$ cat src/rtl/id_ex_pipeline_reg.sv
// rtl/id_ex_pipeline_reg.sv - Decode->Execute pipeline register with stall, flush, valid and illegal-op squash
// Optional macro ID_EX_BUBBLE_CNT_EN enables the flush (bubble) counter on BubbleCntE.
module id_ex_pipeline_reg #(
    parameter int XLEN  = 32,
    parameter int CNT_W = 16
) (
    input  logic             clk,
    input  logic             reset,
    input  logic             StallE,
    input  logic             FlushE,
    input  logic             ValidD,
    input  logic             RegWriteD,
    input  logic [1:0]       ResultSrcD,
    input  logic             MemWriteD,
    input  logic             JumpD,
    input  logic             BranchD,
    input  logic             ALUSrcD,
    input  logic [3:0]       ALUControlD,
    input  logic [XLEN-1:0]  RD1D,
    input  logic [XLEN-1:0]  RD2D,
    input  logic [XLEN-1:0]  PCD,
    input  logic [XLEN-1:0]  PCPlus4D,
    input  logic [XLEN-1:0]  ImmExtD,
    input  logic [4:0]       Rs1D,
    input  logic [4:0]       Rs2D,
    input  logic [4:0]       RdD,
    output logic             ValidE,
    output logic             RegWriteE,
    output logic [1:0]       ResultSrcE,
    output logic             MemWriteE,
    output logic             JumpE,
    output logic             BranchE,
    output logic             ALUSrcE,
    output logic [3:0]       ALUControlE,
    output logic [XLEN-1:0]  RD1E,
    output logic [XLEN-1:0]  RD2E,
    output logic [XLEN-1:0]  PCE,
    output logic [XLEN-1:0]  PCPlus4E,
    output logic [XLEN-1:0]  ImmExtE,
    output logic [4:0]       Rs1E,
    output logic [4:0]       Rs2E,
    output logic [4:0]       RdE,
    output logic             IllegalOpE,
    output logic [CNT_W-1:0] BubbleCntE
);

    typedef struct packed {
        logic            valid;
        logic            reg_write;
        logic [1:0]      result_src;
        logic            mem_write;
        logic            jump;
        logic            branch;
        logic            alu_src;
        logic [3:0]      alu_control;
        logic [XLEN-1:0] rd1;
        logic [XLEN-1:0] rd2;
        logic [XLEN-1:0] pc;
        logic [XLEN-1:0] pc_plus4;
        logic [XLEN-1:0] imm_ext;
        logic [4:0]      rs1;
        logic [4:0]      rs2;
        logic [4:0]      rd;
        logic            illegal_op;
    } stage_t;

    stage_t stage_q, stage_d, load_v;
    logic   alu_legal;

    always_comb begin
        case (ALUControlD)
            4'b0000, 4'b0001, 4'b0010, 4'b0011,
            4'b0100, 4'b0101, 4'b0110, 4'b0111,
            4'b1000, 4'b1100: alu_legal = 1'b1;
            default:          alu_legal = 1'b0;
        endcase
    end

    // An unsupported ALU op still occupies the slot (valid) but may not
    // change architectural state, so all side-effect enables are squashed.
    always_comb begin
        load_v             = '0;
        load_v.valid       = 1'b1;
        load_v.reg_write   = RegWriteD & alu_legal;
        load_v.result_src  = ResultSrcD;
        load_v.mem_write   = MemWriteD & alu_legal;
        load_v.jump        = JumpD & alu_legal;
        load_v.branch      = BranchD & alu_legal;
        load_v.alu_src     = ALUSrcD;
        load_v.alu_control = ALUControlD;
        load_v.rd1         = RD1D;
        load_v.rd2         = RD2D;
        load_v.pc          = PCD;
        load_v.pc_plus4    = PCPlus4D;
        load_v.imm_ext     = ImmExtD;
        load_v.rs1         = Rs1D;
        load_v.rs2         = Rs2D;
        load_v.rd          = RdD;
        load_v.illegal_op  = ~alu_legal;
    end

    always_comb begin
        stage_d = stage_q;
        if (FlushE) begin
            stage_d = '0;
        end else if (!StallE) begin
            stage_d = ValidD ? load_v : '0;
        end
    end

    always_ff @(posedge clk) begin
        if (reset) begin
            stage_q <= '0;
        end else begin
            stage_q <= stage_d;
        end
    end

    assign ValidE      = stage_q.valid;
    assign RegWriteE   = stage_q.reg_write;
    assign ResultSrcE  = stage_q.result_src;
    assign MemWriteE   = stage_q.mem_write;
    assign JumpE       = stage_q.jump;
    assign BranchE     = stage_q.branch;
    assign ALUSrcE     = stage_q.alu_src;
    assign ALUControlE = stage_q.alu_control;
    assign RD1E        = stage_q.rd1;
    assign RD2E        = stage_q.rd2;
    assign PCE         = stage_q.pc;
    assign PCPlus4E    = stage_q.pc_plus4;
    assign ImmExtE     = stage_q.imm_ext;
    assign Rs1E        = stage_q.rs1;
    assign Rs2E        = stage_q.rs2;
    assign RdE         = stage_q.rd;
    assign IllegalOpE  = stage_q.illegal_op;

`ifdef ID_EX_BUBBLE_CNT_EN
    logic [CNT_W-1:0] bubble_cnt_q, bubble_cnt_d;

    // Counts every flush edge, stalled or not; wraps naturally.
    always_comb begin
        bubble_cnt_d = bubble_cnt_q;
        if (FlushE) begin
            bubble_cnt_d = bubble_cnt_q + CNT_W'(1);
        end
    end

    always_ff @(posedge clk) begin
        if (reset) begin
            bubble_cnt_q <= '0;
        end else begin
            bubble_cnt_q <= bubble_cnt_d;
        end
    end

    assign BubbleCntE = bubble_cnt_q;
`else
    assign BubbleCntE = '0;
`endif

endmodule
$ cat config.mk
export PLATFORM = sky130hd
export DESIGN_NAME = id_ex_pipeline_reg
export DESIGN_NICKNAME = d
export VERILOG_FILES = /design/src/rtl/id_ex_pipeline_reg.sv
export SDC_FILE = /design/constraint.sdc
export NUM_CORES = 1
export LEC_CHECK = 0
export CAP_MARGIN = 20
export CORE_MARGIN = 8
export CORE_UTILIZATION = 35
export DETAILED_ROUTE_END_ITERATION = 8
export MAX_ROUTING_LAYER = met4
export PLACE_DENSITY = 0.78
export SYNTH_ARGS = -nofsm -noshare
export SYNTH_HDL_FRONTEND = slang
export SYNTH_SLANG_ARGS = --single-unit
$ cat constraint.sdc
create_clock -name clk -period 2.2 [get_ports clk]
set_clock_uncertainty 0.15 [all_clocks]
set_input_delay 0.22 -clock clk [delete_from_list [all_inputs] [get_ports clk]]
set_output_delay 0.22 -clock clk [all_outputs]
set_load 0.02 [all_outputs]
==> flow_metrics.py <==
metrics = {
    "global_route": {
        "grt_pass1_vias": 6543,
        "met1_usage_pct": 20.4,
        "busiest_layer": "met2",
        "grt-ovfl-total": 0,
        "grtUsageMet3_pct": 7.38,
        "met2_usage_pct": 30.6,
        "grt_usage_pct": 18.8,
        "grt_pass1_wl_um": 37200,
        "grt_max_degree": 98,
        "antenna_found_initial": 0,
    },
    "worst_setup_path": {
        "worstSetupStartpointType": "flop",
        "cpPeakStageDelay_ns": 0.65,
        "critPathKind": "reg2out",
        "rr_startpoint": "ImmExtE[5]",
        "slowest_stage": "clkdlybuf4s50_1",
        "worst-endpoint-required_ns": 1.83,
        "r2r_cells": 2,
        "crit_cells": 1,
        "path_buf_inv": 1,
        "worstSetupEndpointType": "output pin",
        "crit_start": "RD1E[21]",
        "rrSetupSlack_ns": 1.31,
        "crit_chain": "clkdlybuf4s50_1",
        "r2r_end": "ImmExtE[5]",
        "cp-endpoint": "RD1E[21]",
        "worst_path_dominant_cell_family": "buffers and inverters",
        "worstPathArrival_ns": 1.44,
        "cp_max_fo": 2,
    },
    "clock_tree": {
        "numCtsBuffers": 17,
        "cts.sinks": 188,
        "ctsResizeCount": 0,
        "ctsHtreeMaxLevel": 4,
        "clk_pin_slew_worst_paths_ns": 0.07,
        "postCtsSetupBuffers": 0,
        "cts_tree": "built",
        "postCtsHoldBufs": 0,
        "clk_latency_ns": 0.42,
        "cts_buffer_depth": 2,
        "root_buffer": "clkbuf_16",
    },
    "floorplan": {
        "rows": 52,
        "die-area_sq_um": 25500,
        "ioPinCount": 395,
        "core_sq_um": 20200,
        "die_y_um": 160,
        "fp.dieW_um": 160,
        "initial_core_util_pct": 35.7,
    },
    "timing": {
        "drv_slew": 0,
        "max_slew_margin_pct": 58.3,
        "min_period_over_period_pct": 82.3,
        "max_freq_ghz": 0.552,
        "setup_viol": 0,
        "hold_viol_final": 0,
        "fin_tns_setup_ns": 0,
        "tightest_slew_ns": 0.625,
        "min_period_ns": 1.81,
        "rsz0062_at_grt": "false",
    },
    "placement": {
        "dp_hpwl_um": 18100,
        "globalplace.congestion": 0.755,
        "placed_cells": 1255,
        "dpl_cell_area_sq_um": 11200,
        "portBuffers": 378,
    },
    "job": {
        "drv_cap": 0,
    },
    "drt": {
        "firstDrtPassIters": 4,
        "wl_per_cell_um": 18.6,
        "drt_iter0_markers": 310,
        "wirelength_um": 23900,
        "antenna_left": 0,
        "vias_per_cell": 4.84,
        "drc": 0,
        "vias": 6235,
    },
    "synth": {
        "syn_avg_cell_area_sq_um": 11.1,
        "yosysUniqueCellTypes": 19,
        "synth.most_common_cell": "dfxtp_1",
        "ys_seq_area_share_pct": 52.1,
        "synth_top_area_cell": "dfxtp_1",
        "netlist.area_leader.share_pct": 52.1,
        "synth-edff-count": 0,
        "synth_area_leaders": "dfxtp_1, a22oi_2, nor2_2",
        "synth_flop_cell": "dfxtp_1",
        "synthArstFlopShare_pct": 0,
        "yosysWarnings": 0,
        "ys_seq_elements": 188,
        "syn_inst": 648,
        "syn_area_sq_um": 7220,
        "synth_commonest_cells": "dfxtp_1, a22oi_2, nor2_2",
    },
    "layout": {
        "instances_no_fill": 1287,
        "nNetsFinal": 1195,
        "drive_gt1_share_pct": 25.4,
        "fillers": 1704,
        "design_area_sq_um": 11800,
        "fin_util_pct": 58.3,
        "diodes": 0,
        "area_delta_synth_final_pct": 63.3,
    },
    "power": {
        "power.total_mw": 7.78,
        "p_leak_nw": 3.95,
        "power_density_nw_per_um2": 660,
        "vdd_drop_max_v": 0.000504,
    },
    "run_status": {
        "outcome": "complete, no violations",
    },
    "min_path": {
        "hold_path_depth": 5,
        "hold_class": "in2reg",
    },
}
==> per-stage QoR <==
stage	hold WS (ns)	setup WS [ns]
6_report	0.227	0.389
5_1_grt	0.219	0.325
4_1_cts	0.193	0.341
3_5_place_dp	0.318	0.386
3_3_place_gp	0.307	0.406
2_1_floorplan	0.198	0.919
==> placed cells by master (no fill, tap or decap), types with 4 or more instances in the layout <==
cell type,n
a22oi_1,82
nor2_2,100
clkinv_4,4
clkbuf_16,17
inv_8,4
dfxtp_1,188
a22oi_2,100
nor2_1,87
conb_1,16
buf_12,13
clkdlybuf4s50_1,377
buf_4,10
a32oi_1,4
==> where the power goes <==
part | internal, mW | switching, mW | leakage (nW)
clock | 1.72 | 1.44 | 0.292
sequential | 3.47 | 0.0410 | 1.52
combinational | 0.595 | 0.514 | 2.14
total | 5.78 | 1.99 | 3.95
==> cells by family (layout without fill, tap and decap cells) <==
family	count (synthesis)	after routing	share of synthesized area [%]
flip-flops	188	188	52.1
AO/OA/AOI/OAI	190	190	26.7
AND/OR/NAND/NOR	190	190	13.5
buffers and inverters	79	433	7.70
other	1	16	0.0520
==> how the worst min path moves through the flow <==
stage	startpoint	to	slack (ns)
after CTS	StallE	ValidE	0.19
after floorplan	ImmExtD[20]	ImmExtE[20]	0.20
final	StallE	ValidE	0.23
after global placement	IllegalOpE	IllegalOpE	0.31
after detailed placement	IllegalOpE	IllegalOpE	0.32
after global routing	StallE	ValidE	0.22
==> layout make-up <==
class / instances / area [sq um] / share of cell area, %
clock buffer: 17 / 425 / 3.61
clock inverter: 15 / 178 / 1.51
multi-input combinational: 396 / 2960 / 25.1
sequential: 188 / 3760 / 31.9
tap: 270 / 338 / 2.87
timing repair buffer: 401 / 4120 / 35.0
==> registers in the layout, summed over array words and instances (netlist names), 2 cells and up <==
signal and cells:
ALUControlE 4, ImmExtE 32, PCE 32, PCPlus4E 32
RD1E 32, RD2E 32, RdE 5, ResultSrcE 2
Rs1E 5, Rs2E 5
==> layer usage <==
| metal | routed length (um) | vias up |
|---|---|---|
| li1 | - | 2977 |
| met1 | 9540 | 2937 |
| met2 | 11600 | 283 |
| met3 | 2080 | 38 |
| met4 | 656 | 0 |
| met5 | 0 | - |
(Power assumes the default switching activity.)
